===== src/rtl/div_seq_pkg.sv =====
// Shared widths, FSM encoding and small arithmetic helpers for the
// multi-cycle integer divide sequencer.
package div_seq_pkg;

    localparam int RegBus        = 32;
    localparam int DoubleRegBus  = 64;
    localparam int DivIterations = 32;

    typedef enum logic [1:0] {
        DivIdle   = 2'd0,
        DivByZero = 2'd1,
        DivRun    = 2'd2,
        DivDone   = 2'd3
    } div_state_e;

    // Two's-complement negation modulo 2^32.
    function automatic logic [RegBus-1:0] neg32(input logic [RegBus-1:0] x);
        return ~x + 32'd1;
    endfunction

endpackage


===== src/rtl/div_seq_if.sv =====
// EX-stage <-> divider request/result bundle.
// Handshake: a request is accepted in any cycle where the divider is idle,
// start=1 and annul=0; ready pulses for exactly one cycle with result valid,
// and stall_req stays high from the accept cycle until the cycle before ready.
interface div_seq_if;
    import div_seq_pkg::*;

    logic                    start;
    logic                    signed_div;
    logic [RegBus-1:0]       opdata1;
    logic [RegBus-1:0]       opdata2;
    logic                    annul;
    logic [DoubleRegBus-1:0] result;
    logic                    ready;
    logic                    stall_req;

    modport master (
        output start, signed_div, opdata1, opdata2, annul,
        input  result, ready, stall_req
    );

    modport slave (
        input  start, signed_div, opdata1, opdata2, annul,
        output result, ready, stall_req
    );
endinterface


===== src/rtl/div_seq_step.sv =====
// One restoring-division iteration: shift in the next dividend bit and
// subtract the divisor if it fits.
module div_step
    import div_seq_pkg::*;
(
    input  logic [RegBus-1:0] pr_i,
    input  logic              dq_bit_i,
    input  logic [RegBus-1:0] divisor_i,
    output logic [RegBus-1:0] pr_o,
    output logic              q_bit_o
);

    logic [RegBus:0] shifted;
    logic [RegBus:0] trial;

    // The remainder is always below the divisor, so the borrow bit alone
    // tells whether the subtraction went negative.
    assign shifted = {pr_i, dq_bit_i};
    assign trial   = shifted - {1'b0, divisor_i};
    assign q_bit_o = ~trial[RegBus];
    assign pr_o    = q_bit_o ? trial[RegBus-1:0] : shifted[RegBus-1:0];

endmodule


===== src/rtl/div_seq.sv =====
// Multi-cycle DIV/DIVU sequencer: one restoring step per cycle, sign fixup
// on the way into DONE, pipeline stall held while the divide is in flight.
module div_seq
    import div_seq_pkg::*;
(
    input  logic         clk,
    input  logic         rst,
    div_seq_if.slave     bus,
    output div_state_e   dbg_state_o
);

    div_state_e              state_q, state_d;
    logic [4:0]              cnt_q, cnt_d;
    logic [RegBus-1:0]       pr_q, pr_d;
    logic [RegBus-1:0]       dq_q, dq_d;
    logic [RegBus-1:0]       divisor_q, divisor_d;
    logic [RegBus-1:0]       quo_q, quo_d;
    logic                    neg_q_q, neg_q_d;
    logic                    neg_r_q, neg_r_d;
    logic [DoubleRegBus-1:0] result_q, result_d;

    logic [RegBus-1:0] step_pr;
    logic              step_q;
    logic [RegBus-1:0] quo_final;
    logic              a_neg, b_neg;

    div_step u_step (
        .pr_i      (pr_q),
        .dq_bit_i  (dq_q[RegBus-1]),
        .divisor_i (divisor_q),
        .pr_o      (step_pr),
        .q_bit_o   (step_q)
    );

    assign quo_final = {quo_q[RegBus-2:0], step_q};
    assign a_neg     = bus.signed_div & bus.opdata1[RegBus-1];
    assign b_neg     = bus.signed_div & bus.opdata2[RegBus-1];

    always_comb begin
        state_d   = state_q;
        cnt_d     = cnt_q;
        pr_d      = pr_q;
        dq_d      = dq_q;
        divisor_d = divisor_q;
        quo_d     = quo_q;
        neg_q_d   = neg_q_q;
        neg_r_d   = neg_r_q;
        result_d  = result_q;

        unique case (state_q)
            DivIdle: begin
                if (bus.start && !bus.annul) begin
                    dq_d      = a_neg ? neg32(bus.opdata1) : bus.opdata1;
                    divisor_d = b_neg ? neg32(bus.opdata2) : bus.opdata2;
                    neg_q_d   = a_neg ^ b_neg;
                    neg_r_d   = a_neg;
                    pr_d      = '0;
                    quo_d     = '0;
                    cnt_d     = '0;
                    state_d   = (bus.opdata2 == '0) ? DivByZero : DivRun;
                end
            end
            DivByZero: begin
                result_d = '0;
                state_d  = DivDone;
            end
            DivRun: begin
                pr_d  = step_pr;
                dq_d  = {dq_q[RegBus-2:0], 1'b0};
                quo_d = quo_final;
                cnt_d = cnt_q + 5'd1;
                if (cnt_q == 5'(DivIterations - 1)) begin
                    result_d = {neg_r_q ? neg32(step_pr) : step_pr,
                                neg_q_q ? neg32(quo_final) : quo_final};
                    state_d  = DivDone;
                end
            end
            DivDone: begin
                state_d = DivIdle;
            end
            default: begin
                state_d = DivIdle;
            end
        endcase

        // A flush abandons the operation and leaves the last result intact.
        if (bus.annul) begin
            state_d  = DivIdle;
            result_d = result_q;
        end
    end

    always_ff @(posedge clk) begin
        if (rst) begin
            state_q   <= DivIdle;
            cnt_q     <= '0;
            pr_q      <= '0;
            dq_q      <= '0;
            divisor_q <= '0;
            quo_q     <= '0;
            neg_q_q   <= 1'b0;
            neg_r_q   <= 1'b0;
            result_q  <= '0;
        end else begin
            state_q   <= state_d;
            cnt_q     <= cnt_d;
            pr_q      <= pr_d;
            dq_q      <= dq_d;
            divisor_q <= divisor_d;
            quo_q     <= quo_d;
            neg_q_q   <= neg_q_d;
            neg_r_q   <= neg_r_d;
            result_q  <= result_d;
        end
    end

    assign bus.result    = result_q;
    assign bus.ready     = (state_q == DivDone);
    assign bus.stall_req = (state_q == DivIdle && bus.start && !bus.annul) ||
                           (state_q == DivRun) || (state_q == DivByZero);
    assign dbg_state_o   = state_q;

endmodule


===== src/flat_wrapper.sv =====
// flat-port wrapper written by rule: the top's interface ports become plain ports
module div_seq_flat import div_seq_pkg::*;
  (clk, rst, dbg_state_o, bus_start, bus_signed_div, bus_opdata1, bus_opdata2, bus_annul, bus_result, bus_ready, bus_stall_req);
  div_seq_if bus_i ();
  input  logic clk;
  input  logic rst;
  output div_state_e dbg_state_o;
  input wire logic [$bits(bus_i.start)-1:0] bus_start;
  input wire logic [$bits(bus_i.signed_div)-1:0] bus_signed_div;
  input wire logic [$bits(bus_i.opdata1)-1:0] bus_opdata1;
  input wire logic [$bits(bus_i.opdata2)-1:0] bus_opdata2;
  input wire logic [$bits(bus_i.annul)-1:0] bus_annul;
  output wire logic [$bits(bus_i.result)-1:0] bus_result;
  output wire logic [$bits(bus_i.ready)-1:0] bus_ready;
  output wire logic [$bits(bus_i.stall_req)-1:0] bus_stall_req;
  assign bus_i.start = bus_start;
  assign bus_i.signed_div = bus_signed_div;
  assign bus_i.opdata1 = bus_opdata1;
  assign bus_i.opdata2 = bus_opdata2;
  assign bus_i.annul = bus_annul;
  assign bus_result = bus_i.result;
  assign bus_ready = bus_i.ready;
  assign bus_stall_req = bus_i.stall_req;
  div_seq u_core (.clk(clk), .rst(rst), .bus(bus_i), .dbg_state_o(dbg_state_o));
endmodule

===== config.mk =====
export PLATFORM = sky130hd
export DESIGN_NAME = div_seq_flat
export DESIGN_NICKNAME = d
export VERILOG_FILES = /design/src/rtl/div_seq_pkg.sv /design/src/rtl/div_seq_if.sv /design/src/rtl/div_seq_step.sv /design/src/rtl/div_seq.sv /design/src/flat_wrapper.sv
export SDC_FILE = /design/constraint.sdc
export NUM_CORES = 1
export LEC_CHECK = 0
export CORE_MARGIN = 2
export CORE_UTILIZATION = 55
export CTS_BUF_LIST = sky130_fd_sc_hd__clkbuf_4 sky130_fd_sc_hd__clkbuf_8
export CTS_CLUSTER_DIAMETER = 150
export DETAILED_ROUTE_END_ITERATION = 8
export PLACE_DENSITY = 0.85
export SLEW_MARGIN = 20
export SYNTH_ARGS = -nofsm -noshare
export SYNTH_HDL_FRONTEND = slang
export SYNTH_HIERARCHICAL = 1
export SYNTH_SLANG_ARGS = --single-unit

===== constraint.sdc =====
create_clock -name clk -period 6.2 [get_ports clk]
set_input_delay 0.62 -clock clk [delete_from_list [all_inputs] [get_ports clk]]
set_output_delay 0.62 -clock clk [all_outputs]
set_load 0.05 [all_outputs]

==> summary.log <==
[clock_tree] CTS Hold Bufs 0
[clock_tree] insertion delay to the later sink of the worst-skew pair 510 ps
[synth] mean area per synthesized cell 8.172 µm²
[synth] XOR/XNOR Fraction of Synth Area 0.08437
[synth] cells after synthesis 1537
[synth] cell area after synthesis 12560 µm²
[route] total wire length 33300 µm
[synth] fraction of the mapped netlist area in compound gates 0.2492
[power_and_ir_drop] Comb power frac 0.209
[synth] leading cell types by total area after synthesis sky130_fd_sc_hd__dfxtp_1, sky130_fd_sc_hd__nor2_1, sky130_fd_sc_hd__a22oi_1, sky130_fd_sc_hd__xor2_1, sky130_fd_sc_hd__ha_1
[synth] net count after synthesis 1650
[power_and_ir_drop] sequential group share of total power 0.476
[global_route] vias in the first global route 10690
[worst_setup_path] delay contributed by the slowest stage of the critical path 850 ps
[power_and_ir_drop] Static Leak 0.005254 µW
[synth] adder and majority gate portion of the synthesized area 0.04443
[worst_setup_path] CP Capture Type register
[synth] sequential fraction of the synthesis area 0.3188
[timing] f_max 0.1914 GHz
[layout] area added between synthesis and finish 14.11%
[timing] post-route clock period utilization 0.8429
[route] Routed Antenna Nets 0
[synth] portion of netlist area occupied by mux cells 0.04034
[clock_tree] CTS Root Cell sky130_fd_sc_hd__clkbuf_8
[synth] largest area contributor in the synthesized netlist sky130_fd_sc_hd__dfxtp_1
[floorplanning] Horiz. Die Dim 155.1 µm
[worst_setup_path] startpoint of the most critical setup path u_core/dq_q[31]
[timing] Fin Clk Skew 33.86 ps
[power_and_ir_drop] maximum vdd ir drop 0.0001076 V
[clock_tree] Clock transition at path regs 120 ps
[worst_setup_path] worst path required time 6580 ps
[synth] Ys Warns 6
[synth] combinational family with the most area after synthesis compound AO/OA/AOI/OAI gates
[floorplanning] Boundary Pins 137
[global_route] global-route wire length before repair 53380 µm
[route] vias per inst 6.289
[route] drc violations 0
[layout] total non-filler cell area in the finished layout 14330 µm²
[synth] post-synthesis register bit count 200
[global_route] GRT Util Overall 0.2690
[job] Max-cap violations 0
[clock_tree] H-tree levels 4
[timing] final worst setup slack 974.2 ps
[worst_setup_path] crit-path max FO 27
[timing] Slew @ Worst Pin 1092 ps
[power_and_ir_drop] clock network fraction of total power 0.315
[placement] placement-stage cell area 13890 µm²
[layout] post-layout utilization of the core 0.6369
[global_route] maximum number of pins on one net before global-route repair 94
[worst_setup_path] worst setup slack for register-to-register paths 970 ps
[synth] number of flops mapped to enable cells by yosys 0
[placement] Routability Congestion 0.9806
[synth] Synth Flop Type sky130_fd_sc_hd__dfxtp_1
[route] router iterations before antenna repair 5
[power_and_ir_drop] power density relative to cell area 197.1 nW/µm²
[global_route] initial antenna violation count 0
[timing] RSZ-0062 raised after global routing no
[power_and_ir_drop] switching part of the total power 0.3371
[timing] clock period minus final worst setup slack 5226 ps
[layout] most frequent standard cell in the layout excluding fill and tap cells sky130_fd_sc_hd__dfxtp_1
[layout] share of post-route cells with drive strength above 1 0.07435
[timing] Max Slew Vio Count 0
[route] count of routing violations after the opening detailed-route iteration 1013
[clock_tree] TritonCTS buffer count 17
[timing] max_slew headroom 0.2654
[clock_tree] clock buffer depth 2
[worst_setup_path] Slowest-stage cell, CP sky130_fd_sc_hd__nor4_1
[floorplanning] vertical die dimension 155.1 µm
[power_and_ir_drop] power dissipated by switching net loads 952.4 µW
[clock_tree] Gates resized, CTS repair 0
[floorplanning] Die Area 24060 µm²
[route] average routed wire per standard cell 17.53 µm
[min_path] path type of the worst min-delay path register to register
[route] count of vias placed by the detailed router 11940
[timing] Fin Setup TNS 0 ps
[layout] antenna diode count 0
[layout] fill count 1932
[synth] fraction of post-synthesis cell area in the top cell type by area 0.3188
[power_and_ir_drop] Cell Int Power 1873 µW
[placement] number of I/O port buffers 136
[clock_tree] total number of clock tree sinks 200
[floorplanning] Placement Rows 55
[timing] final hold viol count 0
[synth] Async S/R FF share, synth 0
[floorplanning] area of the placeable core 22500 µm²
[floorplanning] Initial Utilization 0.5582
[timing] count of final setup violators 0
[outcome] status finished clean
[min_path] hold path startpoint u_core/bus.result[63]
[worst_setup_path] Critical Path Source Type register
[worst_setup_path] start of the worst register-to-register path u_core/dq_q[31]
[worst_setup_path] cells along the critical path inv_1 -> ha_1 -> fa_1 -> and2b_1 -> o2111ai_2 -> a21oi_2 -> o2111ai_1 -> a211oi_2 -> nor2_4 -> mux2i_4 -> and2_4 -> inv_8 -> inv_1 -> ha_1 -> or3b_1 -> nor4_1 -> a41oi_1 -> xnor2_1 -> o21ai_0
[synth] Post-Synth Simple-Gate Area 0.2041
[placement] minimum setup slack after placement 1113 ps
[placement] DPL Wire Length 23700 µm
[global_route] total congestion overflow after global routing 0
[layout] final layout net count 1714
[worst_setup_path] start-to-end type of the worst setup path register to register
[clock_tree] post-CTS setup-driven buffer insertion count 0
[clock_tree] clock tree from TritonCTS yes
[worst_setup_path] arrival time worst endpoint 5610 ps
[synth] Synth cell types 97
[layout] commonest cells after routing, fill and taps aside sky130_fd_sc_hd__dfxtp_1, sky130_fd_sc_hd__nor2_1, sky130_fd_sc_hd__clkdlybuf4s50_1
stage by stage:
step,hold slack (ps),power (µW),std cells
final,453.4,2825,1899
after global routing,466.9,2939,1899
after CTS,456.6,2823,1899
after detailed placement,440.2,1948,1867
after global placement,434.2,1934,1867
after floorplan,426.8,1776,1537
synth_stat cells, drive strengths merged, types with 4 or more instances:
| cell type | number |
|---|---|
| o2111ai | 6 |
| o41ai | 16 |
| o21bai | 4 |
| o311ai | 4 |
| nand2b | 12 |
| ha | 43 |
| nor2b | 6 |
| nor4 | 25 |
| or4 | 22 |
| a22oi | 78 |
| inv | 62 |
| and4 | 4 |
| xnor2 | 58 |
| nor3 | 39 |
| o21ai | 108 |
| a41oi | 11 |
| and2 | 6 |
| or2 | 7 |
| or3 | 22 |
| nor4b | 4 |
| a221oi | 5 |
| nand2 | 115 |
| a311oi | 6 |
| clkbuf | 81 |
| nor3b | 6 |
| a211oi | 18 |
| mux2 | 26 |
| and3 | 19 |
| a21oi | 80 |
| nand3 | 34 |
| o31a | 5 |
| nand4 | 15 |
| nand3b | 6 |
| mux2i | 13 |
| a21o | 19 |
| o211ai | 10 |
| o31ai | 22 |
| a31oi | 28 |
| o22ai | 5 |
| xor2 | 63 |
| dfxtp | 200 |
| buf | 22 |
| o21a | 10 |
| nor2 | 158 |
worst max-delay path, delay by kind of cell (launching register included):
kind / cells / cell delay (ps)
buffers and inverters: 3 / 290
AO/OA/AOI/OAI: 6 / 1230
flip-flops: 1 / 370
multiplexers: 1 / 320
XOR/XNOR: 1 / 200
adder cells (fa/ha/maj): 3 / 800
AND/OR/NAND/NOR: 5 / 1910
routing by layer:
| metal | vias to the layer above | routed length [µm] | track usage | part of all wire |
|---|---|---|---|---|
| met5 | - | 0 | 0 | 0 |
| met4 | 0 | 713 | 0.09039 | 0.021 |
| met2 | 528 | 14460 | 0.4091 | 0.43 |
| li1 | 5767 | - | - | - |
| met3 | 59 | 2448 | 0.03259 | 0.074 |
| met1 | 5589 | 15670 | 0.3949 | 0.47 |
final timing paths:
kind	cells after the start	to
hold reg to reg	2	u_core/bus.result[63]
setup reg to reg	19	u_core/bus.result[26]
setup / recovery	19	u_core/bus.result[26]
hold / removal	2	u_core/bus.result[63]
logic make-up (layout without fill, tap and decap cells):
kind of cell / count (synthesis) / in the layout
multiplexers: 39 / 39
AND/OR/NAND/NOR: 505 / 505
adder cells (fa/ha/maj): 44 / 44
AO/OA/AOI/OAI: 460 / 460
flip-flops: 200 / 200
buffers and inverters: 168 / 245
XOR/XNOR: 121 / 121
power by group through the flow:
stage	clock, µW	combinational [µW]	sequential (µW)
6_report	890	591	1340
5_1_grt	950	641	1350
4_1_cts	901	579	1340
3_5_place_dp	0	577	1370
3_3_place_gp	0	565	1370
2_1_floorplan	0	410	1370
final cells by class:
class | count | area [µm²] | area share
Inverter | 63 | 244.0 | 0.01702
Multi-Input combinational cell | 1169 | 7826 | 0.5460
Tap cell | 285 | 356.6 | 0.02488
Clock inverter | 15 | 203.9 | 0.01423
Timing Repair Buffer | 150 | 1464 | 0.1021
Clock buffer | 17 | 234.0 | 0.01632
Sequential cell | 200 | 4004 | 0.2794
flip-flops by register name, indices dropped and copies added, names as in the netlist:
signal / flops
u_core/pr_q: 32
u_core/neg_r_q: 1
u_core/dq_q: 32
u_core/dbg_state_o: 2
u_core/neg_q_q: 1
u_core/quo_q: 31
u_core/bus.result: 64
u_core/cnt_q: 5
u_core/divisor_q: 32
Power figures use the tool's default switching activity.
